--- src/rtl/rob_pkg.sv ---
// Types and constants shared by the ROB, the slot allocator and the writeback arbiter.
package rob_pkg;

  localparam int ROB_SLOT_W   = 4;
  localparam int ROB_WR_PORTS = 4;

  typedef logic [ROB_SLOT_W-1:0] rob_slot_t;

endpackage

--- src/rtl/rob_wb_select.sv ---
// Combinational round-robin picker: grants up to WR_PORTS valid FUs starting at i_rr_ptr
// and reports which FU lands on each write port, in scan order.
module rob_wb_select
  import rob_pkg::*;
#(
  parameter int NUM_FU   = 6,
  parameter int WR_PORTS = ROB_WR_PORTS,
  localparam int PTR_W   = $clog2(NUM_FU)
) (
  input  logic [NUM_FU-1:0]               i_fu_valid,
  input  logic [PTR_W-1:0]                i_rr_ptr,
  output logic [NUM_FU-1:0]               o_grant,
  output logic [WR_PORTS-1:0][PTR_W-1:0]  o_port_idx,
  output logic [WR_PORTS-1:0]             o_port_valid,
  output logic [PTR_W-1:0]                o_next_ptr
);

  localparam int IDX_W = PTR_W + 1;
  localparam int CNT_W = $clog2(NUM_FU + 1);

  always_comb begin
    logic [IDX_W-1:0] sum;
    logic [PTR_W-1:0] idx;
    logic [CNT_W-1:0] cnt;
    o_grant      = '0;
    o_port_idx   = '0;
    o_port_valid = '0;
    o_next_ptr   = i_rr_ptr;
    cnt          = '0;
    sum          = '0;
    idx          = '0;
    for (int j = 0; j < NUM_FU; j++) begin
      // rr_ptr + j stays below 2*NUM_FU, so one conditional subtract wraps it
      sum = {1'b0, i_rr_ptr} + IDX_W'(j);
      if (sum >= IDX_W'(NUM_FU)) sum = sum - IDX_W'(NUM_FU);
      idx = sum[PTR_W-1:0];
      if (i_fu_valid[idx] && (cnt < CNT_W'(WR_PORTS))) begin
        o_grant[idx] = 1'b1;
        for (int p = 0; p < WR_PORTS; p++) begin
          if (cnt == CNT_W'(p)) begin
            o_port_idx[p]   = idx;
            o_port_valid[p] = 1'b1;
          end
        end
        cnt        = cnt + CNT_W'(1);
        o_next_ptr = (idx == PTR_W'(NUM_FU - 1)) ? '0 : idx + PTR_W'(1);
      end
    end
  end

endmodule

--- src/rtl/rob_wb_arbiter.sv ---
// Writeback arbiter: round-robin selection of FU results onto registered ROB write ports.
// Optional ROB_WB_STATS_EN adds write/stall counters.
module rob_wb_arbiter
  import rob_pkg::*;
#(
  parameter int  NUM_FU   = 6,
  parameter int  WR_PORTS = ROB_WR_PORTS,
  parameter int  SLOT_W   = ROB_SLOT_W,
  parameter type T        = logic [31:0]
) (
  input  logic                            i_clock,
  input  logic                            i_reset,
  input  logic                            i_flush,
  input  logic [NUM_FU-1:0]               i_fu_valid,
  input  logic [NUM_FU-1:0][SLOT_W-1:0]   i_fu_slot,
  input  T     [NUM_FU-1:0]               i_fu_data,
  output logic [NUM_FU-1:0]               o_fu_ready,
  output logic [WR_PORTS-1:0][SLOT_W-1:0] o_write_slot,
  output logic [WR_PORTS-1:0]             o_write_valid,
  output T     [WR_PORTS-1:0]             o_write_data
`ifdef ROB_WB_STATS_EN
  ,
  output logic [31:0]                     o_stat_writes,
  output logic [31:0]                     o_stat_stalls
`endif
);

  localparam int PTR_W = $clog2(NUM_FU);

  logic [PTR_W-1:0]                r_rr_ptr;
  logic [WR_PORTS-1:0]             r_write_valid;
  logic [WR_PORTS-1:0][SLOT_W-1:0] r_write_slot;
  T     [WR_PORTS-1:0]             r_write_data;

  logic [NUM_FU-1:0]               w_grant;
  logic [WR_PORTS-1:0][PTR_W-1:0]  w_port_idx;
  logic [WR_PORTS-1:0]             w_port_valid;
  logic [PTR_W-1:0]                w_next_ptr;
  logic [WR_PORTS-1:0][SLOT_W-1:0] w_sel_slot;
  T     [WR_PORTS-1:0]             w_sel_data;

  rob_wb_select #(
    .NUM_FU   (NUM_FU),
    .WR_PORTS (WR_PORTS)
  ) u_select (
    .i_fu_valid   (i_fu_valid),
    .i_rr_ptr     (r_rr_ptr),
    .o_grant      (w_grant),
    .o_port_idx   (w_port_idx),
    .o_port_valid (w_port_valid),
    .o_next_ptr   (w_next_ptr)
  );

  // Flush vetoes every handshake in the cycle it is asserted
  assign o_fu_ready = w_grant & {NUM_FU{~i_flush}};

  genvar gi;
  generate
    for (gi = 0; gi < WR_PORTS; gi++) begin : g_port_mux
      assign w_sel_slot[gi] = i_fu_slot[w_port_idx[gi]];
      assign w_sel_data[gi] = i_fu_data[w_port_idx[gi]];
    end
  endgenerate

  always_ff @(posedge i_clock or posedge i_reset) begin
    if (i_reset) begin
      r_rr_ptr      <= '0;
      r_write_valid <= '0;
      r_write_slot  <= '0;
      r_write_data  <= '0;
    end else begin
      r_write_slot <= w_sel_slot;
      r_write_data <= w_sel_data;
      if (i_flush) begin
        r_rr_ptr      <= '0;
        r_write_valid <= '0;
      end else begin
        r_rr_ptr      <= w_next_ptr;
        r_write_valid <= w_port_valid;
      end
    end
  end

  assign o_write_valid = r_write_valid;
  assign o_write_slot  = r_write_slot;
  assign o_write_data  = r_write_data;

`ifdef ROB_WB_STATS_EN
  logic [31:0] r_stat_writes;
  logic [31:0] r_stat_stalls;

  always_ff @(posedge i_clock or posedge i_reset) begin
    if (i_reset) begin
      r_stat_writes <= '0;
      r_stat_stalls <= '0;
    end else begin
      r_stat_writes <= r_stat_writes + 32'($countones(o_fu_ready));
      if (!i_flush && ($countones(i_fu_valid) > WR_PORTS))
        r_stat_stalls <= r_stat_stalls + 32'd1;
    end
  end

  assign o_stat_writes = r_stat_writes;
  assign o_stat_stalls = r_stat_stalls;
`endif

endmodule

--- config.mk ---
export PLATFORM = sky130hd
export DESIGN_NAME = rob_wb_arbiter
export DESIGN_NICKNAME = d
export VERILOG_FILES = /design/src/rtl/rob_pkg.sv /design/src/rtl/rob_wb_select.sv /design/src/rtl/rob_wb_arbiter.sv
export SDC_FILE = /design/constraint.sdc
export NUM_CORES = 1
export LEC_CHECK = 0
export ABC_AREA = 1
export BUFFER_PORTS_ARGS = -buffer_cell sky130_fd_sc_hd__buf_2
export CAP_MARGIN = 25
export CELL_PAD_IN_SITES_DETAIL_PLACEMENT = 1
export CELL_PAD_IN_SITES_GLOBAL_PLACEMENT = 2
export CORE_MARGIN = 2
export CORE_UTILIZATION = 25
export CTS_BUF_LIST = sky130_fd_sc_hd__clkbuf_16
export DETAILED_ROUTE_END_ITERATION = 8
export PLACE_DENSITY = 0.76
export SLEW_MARGIN = 0
export SYNTH_ARGS = -nofsm -noshare
export SYNTH_HDL_FRONTEND = slang
export SYNTH_HIERARCHICAL = 1
export SYNTH_SLANG_ARGS = --single-unit
--- constraint.sdc ---
create_clock -name i_clock -period 5.24 [get_ports i_clock]
set_input_delay 0.524 -clock i_clock [delete_from_list [all_inputs] [get_ports i_clock]]
set_output_delay 0.524 -clock i_clock [all_outputs]
set_load 0.005 [all_outputs]
==> reports/qor.csv <==
metric;value;unit
initial antenna violation count;2;
vias in the first global route;19420;
CTS tree;yes;
Placed Cells;3661;
final setup fails;0;
critical path launch point type;register;
GR Overflow Total;0;
CP Buf/Inv Count;11;
Layout Cells excl Fill;3716;
Syn. warnings;6;
Reg clk slew, reported paths;0.08;ns
Synth area leader;nand2_1;
CP peak stage delay;0.44;ns
Final #Nets;3177;
Tmin final;5.097;ns
final worst path period share;97.27;%
H-tree Lvls;4;
All-Layer GR Usage;24.94;%
Top Ports;379;
DRC;0;
Final Hold Vio Count;0;
latest clock arrival within the worst-skew pair;0.51;ns
CTS Sinks;151;
Mapped Nets;2798;
largest net degree at the start of global routing;65;
Final ANT Viol Nets;0;
Final Max Slew Viols;0;
cell family with most CP delay;adder cells;
EDFF count, synth;0;
top-area cell type share of the netlist area;32.93;%
core area;0.05880;mm^2
asr flop ratio synth;100.0;%
post-DR vias/cell;5.049;
WL final;78130;um
port bufs;378;
clock root buffer;clkbuf_16;
final setup TNS;0;ns
Routed wire per std cell;21.02;um
register area share after synthesis;25.50;%
critical path class;reg2out;
Starting Density;25.20;%
drt initial violations;1236;
FF+latch count, synth;151;
critical path fanouts, max;7;
Arrival @ worst endpoint;4.57;ns
synth top area cells;nand2_1 33%, dfrtp_1 26%, nand3_1 12%;
Clock Path Buffers;2;
Slew @ Worst Pin;0.8086;ns
die width;247.4;um
num rows;89;
synthesized area;0.01482;mm^2
Post-DP HPWL;55080;um
clock skew;0.01493;ns
CP max-delay cell;dfrtp_2;
P&R area growth vs syn;30.13;%
Fmax;0.1962;GHz
worst path required time;4.72;ns
worst hold path type;in2async;
First-pass DRT Iterations;5;
max_cap viols;0;
first-pass GRT wire length;115700;um
Total Die Area;0.06123;mm^2
via count;18760;
outcome;complete, no violations;
Fin Hold WS;0.08892;ns
Synth Area per Inst;5.808;um^2
Top FF cell, synth;dfrtp_1;
Yosys cell types;38;
Mapped Cells;2551;
Die Ht;247.4;um
Most Frequent Cell on Critical Path;nand2_2;
GP Congestion;0.8836;
total CTS buffers;17;
share of layout cells above drive strength 1;23.11;%
Slew HR;46.09;%
nature of the critical path endpoint;output pin;
[state kept, by name, indices dropped and copies added (netlist names)]
name           count
o_write_data     128
o_write_slot      16
o_write_valid      4
r_rr_ptr           3
[cell usage in the layout, fill, tap and decap left out, types with 7 or more instances in the layout]
master,count
nand2_1,1277
nand2_4,14
buf_12,34
buf_2,378
inv_1,232
dfrtp_1,148
o21ai_0,25
nand3_4,8
inv_2,22
o211ai_1,152
nand2_2,29
nor2_1,32
nand4_1,10
clkbuf_16,17
inv_4,9
nand3_1,338
o21ai_1,10
nor3_1,7
nand3_2,15
ha_1,16
buf_4,100
[routing by layer]
layer	GRT usage [%]	vias to the layer above	wire length, um
met5	0	-	17
met4	8.894	2	2397
met3	3.406	129	3380
met2	42.38	558	37620
met1	32.22	9265	34720
li1	-	8809	-
[worst paths after layout]
| kind | start | endpoint | slack [ns] | cells after the start |
|---|---|---|---|---|
| worst min register to register | r_rr_ptr[0] | r_rr_ptr[1] | 1.13 | 6 |
| worst min-delay path | i_reset | o_write_data[15] | 0.09 | 2 |
| max in group asynchronous | i_reset | o_write_data[29] | 3.93 | 3 |
| min in group i_clock | i_fu_data[141] | o_write_data[109] | 0.32 | 3 |
| worst max register to register | r_rr_ptr[1] | o_write_slot[0] | 0.27 | 36 |
| worst max-delay path | r_rr_ptr[1] | o_fu_ready[1] | 0.14 | 31 |
[synthesized netlist by cell type (6+ instances only)]
library cell and count:
o21ai_1 11, inv_2 17, buf_2 78, nand4_1 10, nand3_2 9, nand2_1 1300
o211ai_1 152, nand3_1 349, nand2_2 17, buf_4 58, nor2_1 33, clkbuf_1 16
o21ai_0 27, nor3_1 8, ha_1 22, dfrtp_1 151, inv_1 239, a21oi_1 6
[cells by family after synthesis]
logic type / count (synthesis) / synth area share [%]
flops: 151 / 25.50
simple gates: 1744 / 49.36
compound gates: 209 / 9.914
buf+inv: 422 / 13.14
xor+xnor: 3 / 0.2281
fa+ha+maj: 22 / 1.858
[timing repair]
action / CTS / global route
setup buffers: 5 / 19
endpoints found under the setup margin: 89 / 150
cloned: 0 / 0
pin swaps: 7 / 30
hold buffers: 0 / 0
resized for setup: 20 / 63
[per-stage QoR]
stage	util (%)	cell area, um^2	worst slack (ns)
2_1_floorplan	-	14860	0.007497
3_3_place_gp	30.80	18110	0.09056
3_5_place_dp	30.80	18110	-0.03999
4_1_cts	32.06	18850	0.03417
5_1_grt	32.79	19280	-0.1452
6_report	32.79	19280	0.1430
[worst register-to-register path: cells and delay by family (launching register included)]
| family | cells | cell delay (ns) |
|---|---|---|
| AND/OR/NAND/NOR | 19 | 1.87 |
| adder cells (fa/ha/maj) | 5 | 1.20 |
| flip-flops | 1 | 0.44 |
| buffers and inverters | 11 | 1.15 |
| AO/OA/AOI/OAI | 1 | 0.19 |
[cell type report]
| class | count | area (um^2) |
|---|---|---|
| well taps | 773 | 967.2 |
| diodes | 1 | 2.502 |
| fillers | 7698 | 39520 |
| flip-flops and latches | 151 | 3782 |
| repair buffers | 518 | 3395 |
| clock inverters | 14 | 221.5 |
| clock buffers | 17 | 425.4 |
| multi-input cells | 1978 | 9464 |
| inverters | 264 | 1023 |
Power is not shown: default switching activity piles up to over one toggle a cycle in this logic, so the estimate is an artifact.
